===== src/rtl/cpu_step_sequencer.sv =====
// cpu_step_sequencer: single-clock IF/ID/AL/EX/WB stage-enable sequencer for the
// 8-bit multi-cycle CPU. It adds fetch wait-states with a timeout fault,
// halt/resume, run/stop gating and a retired-instruction counter.
// Optional feature macro: CPU_SEQ_SINGLE_STEP_EN adds iSS_MODE/iSTEP ports.
//
// state | meaning
// IDLE  | no instruction in flight, waiting for run (or a step pulse)
// IF    | fetching; waits on iIF_READY, faults after too many not-ready cycles
// ID    | decode enable
// AL    | allocate enable
// EX    | execute enable, iHALT captured here
// WB    | write-back enable, instruction retired
// HALT  | stopped by HALT instruction until iRESUME
// FAULT | fetch timed out; left only by reset
module cpu_step_sequencer #(
  parameter int INSTR_CNT_W = 16,
  parameter int IF_TIMEOUT  = 15
) (
  input  logic                   iCLK,
  input  logic                   iRST,
  input  logic                   iRUN,
  input  logic                   iIF_READY,
  input  logic                   iHALT,
  input  logic                   iRESUME,
`ifdef CPU_SEQ_SINGLE_STEP_EN
  input  logic                   iSS_MODE,
  input  logic                   iSTEP,
`endif
  output logic                   oEN_IF,
  output logic                   oEN_ID,
  output logic                   oEN_AL,
  output logic                   oEN_EX,
  output logic                   oEN_WB,
  output logic [2:0]             oSTATE,
  output logic                   oBUSY,
  output logic                   oHALTED,
  output logic                   oFAULT,
  output logic [INSTR_CNT_W-1:0] oINSTR_CNT
);

  typedef enum logic [2:0] {
    ST_IDLE  = 3'd0,
    ST_IF    = 3'd1,
    ST_ID    = 3'd2,
    ST_AL    = 3'd3,
    ST_EX    = 3'd4,
    ST_WB    = 3'd5,
    ST_HALT  = 3'd6,
    ST_FAULT = 3'd7
  } state_t;

  localparam logic [7:0] LP_TIMEOUT = 8'(IF_TIMEOUT);

  state_t                 r_state;
  logic [7:0]             r_wait_cnt;
  logic                   r_halt_pending;
  logic [INSTR_CNT_W-1:0] r_instr_cnt;

  logic w_start;
  logic w_ss_stop;

`ifdef CPU_SEQ_SINGLE_STEP_EN
  // In single-step mode each instruction needs its own step pulse.
  assign w_start   = iRUN && (!iSS_MODE || iSTEP);
  assign w_ss_stop = iSS_MODE;
`else
  assign w_start   = iRUN;
  assign w_ss_stop = 1'b0;
`endif

  // Sequencer state, fetch wait counter, halt capture and retire counter.
  always_ff @(posedge iCLK) begin
    if (!iRST) begin
      r_state        <= ST_IDLE;
      r_wait_cnt     <= 8'd0;
      r_halt_pending <= 1'b0;
      r_instr_cnt    <= '0;
    end else begin
      case (r_state)
        ST_IDLE: begin
          if (w_start) r_state <= ST_IF;
        end
        ST_IF: begin
          if (iIF_READY) begin
            r_wait_cnt <= 8'd0;
            r_state    <= ST_ID;
          end else if (r_wait_cnt == LP_TIMEOUT) begin
            r_state <= ST_FAULT;
          end else begin
            r_wait_cnt <= r_wait_cnt + 8'd1;
          end
        end
        ST_ID: r_state <= ST_AL;
        ST_AL: r_state <= ST_EX;
        ST_EX: begin
          r_halt_pending <= iHALT;
          r_state        <= ST_WB;
        end
        ST_WB: begin
          r_instr_cnt <= r_instr_cnt + 1'b1;
          if (r_halt_pending)  r_state <= ST_HALT;
          else if (!iRUN)      r_state <= ST_IDLE;
          else if (w_ss_stop)  r_state <= ST_IDLE;
          else                 r_state <= ST_IF;
        end
        ST_HALT: begin
          if (iRESUME) begin
            r_halt_pending <= 1'b0;
            r_state        <= ST_IDLE;
          end
        end
        ST_FAULT: r_state <= ST_FAULT;
        default:  r_state <= ST_IDLE;
      endcase
    end
  end

  // Fetch enable also depends on memory readiness; the rest decode the state.
  assign oEN_IF     = (r_state == ST_IF) && iIF_READY;
  assign oEN_ID     = (r_state == ST_ID);
  assign oEN_AL     = (r_state == ST_AL);
  assign oEN_EX     = (r_state == ST_EX);
  assign oEN_WB     = (r_state == ST_WB);
  assign oSTATE     = r_state;
  assign oBUSY      = (r_state == ST_IF) || (r_state == ST_ID) || (r_state == ST_AL) ||
                      (r_state == ST_EX) || (r_state == ST_WB);
  assign oHALTED    = (r_state == ST_HALT);
  assign oFAULT     = (r_state == ST_FAULT);
  assign oINSTR_CNT = r_instr_cnt;

endmodule


===== config.mk =====
export PLATFORM = sky130hd
export DESIGN_NAME = cpu_step_sequencer
export DESIGN_NICKNAME = d
export VERILOG_FILES = /design/src/rtl/cpu_step_sequencer.sv
export SDC_FILE = /design/constraint.sdc
export NUM_CORES = 1
export LEC_CHECK = 0
export CAP_MARGIN = 20
export CORE_MARGIN = 2
export CORE_UTILIZATION = 45
export DETAILED_ROUTE_END_ITERATION = 12
export DONT_BUFFER_PORTS = 1
export HOLD_SLACK_MARGIN = 0.02
export PLACE_DENSITY = 0.72
export SLEW_MARGIN = 20
export SYNTH_ARGS = -nofsm -noshare
export SYNTH_HDL_FRONTEND = slang
export SYNTH_SLANG_ARGS = --single-unit

===== constraint.sdc =====
create_clock -name iCLK -period 1.6 [get_ports iCLK]
set_input_delay 0.24 -clock iCLK [delete_from_list [all_inputs] [get_ports iCLK]]
set_output_delay 0.24 -clock iCLK [all_outputs]
set_load 0.03 [all_outputs]

**Yosys cells after proc, flatten, opt, wreduce, memory -nomap -nowiden**

Cells that the tools add are included.

- Flip-flop bits (word level): 28
- Input bits: 6
- Output and inout port bits: 27
- Logic and storage cells: 39

- Add/subtract/negate cells: 2
- Equality and inequality tests: 12
- Muxes and demuxes: 11
- Reduce and logical (&&, ||, !) cells: 10

Operators by type and width:

| operator | count |
|---|---|
| $pmux 3 s8 | 1 |
| $add 16x1->16 const B | 1 |
| $mux 8 | 2 |
| $mux 3 | 5 |
| $eq 3x3->1 const B | 4 |
| $add 8x1->8 const B | 1 |
| $eq 8x4->1 const B | 1 |
| $eq 3x2->1 const B | 2 |
| $ne 2x2->1 const B | 3 |
| $logic_or 1x1->1 | 4 |
| $reduce_and 2->1 | 2 |
| $eq 3x1->1 const B | 1 |
| $logic_not 3->1 | 1 |
| $ne 3x3->1 const B | 1 |
| $reduce_and 3->1 | 1 |
| $mux 1 | 2 |
| $pmux 1 s2 | 1 |
| $reduce_bool 2->1 | 1 |
| $logic_and 1x1->1 | 1 |

**Depth between registers and ports, before layout**

Gate-level depths: netlist (run 1).

- Depth after elaboration: 5
- Mapped depth: 6
- Depth with buffers taken out: 5

**Least setup slack after synthesis (run 1)**

No wires, ideal clock.

- Path kind: register to output
- Start point: reg r_state[1] (netlist: oSTATE[1])
- End point: out oEN_ID
- Arrival time: 1.671 ns
- Data required time: 1.360 ns
- Path slack: -0.311 ns
- Stages on the path, launching flop included: 3
- Path buffers: 1
- Cell sequence: dfxtp_1 > clkbuf_1 > nor3b_1

- Word-level cells in the longest chain between the ends: 1

Ends and longest elaborated chain:

| item | line | text |
|---|---|---|
| start: declaration | 54 | `state_t r_state;` |
| start signal: assignment | 74 | `r_state <= ST_IDLE;` |
| start signal: assignment | 81 | `if (w_start) r_state <= ST_IF;` |
| start signal: assignment | 86 | `r_state <= ST_ID;` |
| $eq 3x2->1 | 120 | `assign oEN_ID = (r_state == ST_ID);` |
| end: declaration | 30 | `output logic oEN_ID,` |

No other way between the ends.

**Worst setup path after layout (run 1)**

- Start point: reg r_wait_cnt[4]
- End point: reg r_wait_cnt[4]

- Word-level cells in the longest chain between the ends: 3
- Elaborated cells between the ends (all ways): 6
- Classes of those cells: add/sub (1); eq/ne (2); mux (2); reduce/logical (1)

Ends and longest elaborated chain:

| item | line | text |
|---|---|---|
| start: declaration | 55 | `logic [7:0] r_wait_cnt;` |
| start signal: assignment | 90 | `r_wait_cnt <= r_wait_cnt + 8'd1;` |
| $add 8x1->8 or $eq 8x4->1 (tied branches) | 90, 87 |  |
| $mux 8 or $ne 2x2->1 (tied branches) | - |  |
| $mux 8 or $reduce_and 2->1 (tied branches) | - |  |

Several ways; a longest one is shown, not always the timed one. The select of a mux whose other input is x is not followed.
A chain may end at the register's enable or synchronous reset.

==> out/results.txt, run 1 <==
top cells by area, synth - dfxtp_1 38%, xor2_1 5.3%, nor2_1 4.5%, nand2_1 3.3%, nand4_1 2.9%
Synth area leader - dfxtp_1
max-slew violations - 0
CTS Sinks - 28
Worst Path Arrival - 1.93 ns
Final period util - 1.03
worst slew pin tran - 0.345 ns
die width - 61.5 um
Clock Skews - 0.00425 ns
Pre-antenna DRT Iters - 4
H-tree depth - 1
clk buf depth - 2
CP max stage cell - or4_4
most instantiated cells after synthesis - 28 x dfxtp_1, 18 x nor2_1, 13 x nand2_1, 9 x xor2_1
flops & latches, synth - 28
DRC - 0
layout cells sized above 1 - 0.431
Fmax achieved - 605 MHz
antenna violations before repair - 0
Leak - 0.776 nW
fillers - 252
sw frac - 0.331
TritonCTS clock tree - done
Max VDD drop - 534 uV
Iter 0 DRT Violations - 56
final-report setup violation count - 8
syn_nets - 177
fin cells - 253
die footprint - 0.00378 mm2
CP top delay family - simple AND/OR/NAND/NOR gates
status - finished with violations
fraction of registers with async set/reset - 0
via count - 1417
Post-Synthesis Mean Instance Area - 8.81 um2
critical path class - flip-flop to flip-flop
power per cell area - 746 mW/mm2
Final ANT Viol Nets - 0
CP Capture Type - flip-flop
Site Rows - 20
startpoint type of the worst setup path - flip-flop
critical path cell sequence - or4_4, o31ai_4, and2_4, a211o_2
synth-to-layout area growth - 37.8%
final hold violations - 0
number of max-capacitance violations reported - 0
Final TNS setup - -0.202 ns
ys flop type - dfxtp_1
CP required - 1.88 ns
Port Buffer Count - 0
Clock Power Share - 0.195
I/O pin count - 33
Root Buffer - clkbuf_4
Reg clk slew, reported paths - 0.15 ns
failing checks - negative setup slack
post-placement cell area - 0.00188 mm2
Synth Instances - 169
Comb power frac - 0.315
fin worst setup slack - -0.0519 ns
Max Fanout on Critical Path - 4
number of diodes - 0
Sequential Power Share - 0.490
first-pass GRT wire length - 6080 um
buffers plus inverters on the worst setup path - 0
Seq/Total Area, Yosys - 0.376
hold slack - 0.0335 ns
number of buffers created by CTS - 3
final wirelength - 3770 um
r2r setup slk - -0.05 ns
Pint - 1.02 mW
max incr delay on CP - 0.58 ns
Yosys Warn Count - 0
total global-route track usage - 0.216
Initial Util - 0.480
vias per cell - 5.60
chip height - 61.5 um
cell with the most instances after synthesis - dfxtp_1
placed insts - 246
min Tclk post-route - 1.65 ns
Rel. slew slack - 0.770
Hold Crit Class - input port to flip-flop
RePlAce Congestion - 0.833
share of Yosys cell area claimed by the top area cell type - 0.376
Netlist Area Pre-Place - 0.00149 mm2
total net switching power - 0.506 mW
Finished Cell Area - 0.00205 mm2
post-DP HPWL - 2810 um
vias in the first global route - 1396
Avg WL per Cell - 14.9 um
largest net degree at the start of global routing - 17
Netlist cell types - 49
RSZ-0062 raised after global routing - yes
core area - 0.00310 mm2
Post-synth EDFFs - 0
Clk Latency, worst-skew pair - 0.33 ns
nets@finish - 218
total gr overflow - 0
==> power by group through the flow <==
stage	registers (mW)	logic, mW	clock network, mW
6_report	0.750	0.482	0.298
3_3_place_gp	0.755	0.391	0
5_1_grt	0.755	0.516	0.334
3_5_place_dp	0.757	0.401	0
2_1_floorplan	0.785	0.264	0
4_1_cts	0.746	0.433	0.310
==> cells by family (layout without fill, tap and decap cells) <==
kind of cell               Yosys count  count (layout)  synth area share
muxes                                2               2            0.0134
xor gates and xnor gates            13              13            0.0765
buffers and inverters               11              51            0.0403
DFF                                 28              28             0.376
AOI/OAI and AO/OA                   32              32             0.162
adders and majority gates            2               2            0.0168
and+or+nand+nor                     81              81             0.314
==> flip-flops by register name, summed over array words and instances (netlist names) <==
name,cells
r_wait_cnt,8
oSTATE,3
r_halt_pending,1
oINSTR_CNT,16
==> final cells by class <==
type / instances / area, um2 / area share
clock inverter: 1 / 3.75 / 0.00183
tap: 44 / 55.1 / 0.0268
multi-input combinational: 130 / 988 / 0.482
timing repair buffer: 44 / 373 / 0.182
inverter: 3 / 11.3 / 0.00549
sequential: 28 / 598 / 0.291
clock buffer: 3 / 22.5 / 0.0110
==> cell usage in the layout (no fill, tap or decap), types with 2 or more instances in the layout <==
cell	Yosys	routed
nand2_1	13	13
nand2b_1	2	2
xor2_1	9	9
nand3_2	0	2
or3_1	3	3
clkbuf_4	0	3
dfxtp_2	0	9
dfxtp_4	0	7
nor2b_1	2	2
o2bb2ai_2	0	2
buf_4	0	37
or4_1	3	3
and2_4	0	2
buf_12	0	2
xnor2_1	4	4
o21ai_0	6	6
nor3_1	4	3
o211ai_1	3	3
dfxtp_1	28	12
nand4_1	7	7
and3_1	5	4
nor2_1	18	17
inv_1	3	3
nand3_1	6	4
o21a_1	2	2
nand3b_1	3	3
and4_1	3	2
buf_6	1	4
mux2i_1	2	2
a211oi_1	2	2
and3b_1	3	2
a21oi_1	7	6
==> final timing paths <==
kind                       from              to  cells past startpoint
setup / recovery  r_wait_cnt[4]   r_wait_cnt[4]                      4
hold / removal            iHALT  r_halt_pending                      2
setup reg to reg  r_wait_cnt[4]   r_wait_cnt[4]                      4
hold reg to reg   r_wait_cnt[7]   r_wait_cnt[7]                      2
==> layer usage <==
| metal | global-route usage | share of wire | vias up |
|---|---|---|---|
| li1 | - | - | 699 |
| met4 | 0.0851 | 0.012 | 0 |
| met2 | 0.398 | 0.55 | 24 |
| met5 | 0 | 0 | - |
| met1 | 0.235 | 0.40 | 690 |
| met3 | 0.0546 | 0.036 | 4 |
==> stage by stage <==
stage | setup slack, ns | power, mW | util
finish | -0.0519 | 1.53 | 0.661
global route | -0.0973 | 1.61 | 0.661
CTS | -0.0660 | 1.49 | 0.637
detailed placement | -0.0488 | 1.16 | 0.607
global placement | 0.00708 | 1.15 | 0.607
floorplan | -0.0366 | 1.05 | -
==> repair_timing <==
item	in CTS	in global routing
hold buffers	1	0
setup buffers	0	2
setup endpoints to repair	16	17
gates resized for setup	12	17
cloned	0	0
pin swaps	2	4
endpoints found under the hold margin	2	0
(Power assumes the default switching activity.)
==> run 2: changes to the inputs <==
--- a/config.mk
+++ b/config.mk
@@ -8,6 +8,7 @@
 export CAP_MARGIN = 20
 export CORE_MARGIN = 2
 export CORE_UTILIZATION = 45
+export CTS_CLUSTER_DIAMETER = 100
 export DETAILED_ROUTE_END_ITERATION = 12
 export DONT_BUFFER_PORTS = 1
 export HOLD_SLACK_MARGIN = 0.02
==> results of run 2 <==
The final DEF is identical to that of run 1; final timing and power are the same.
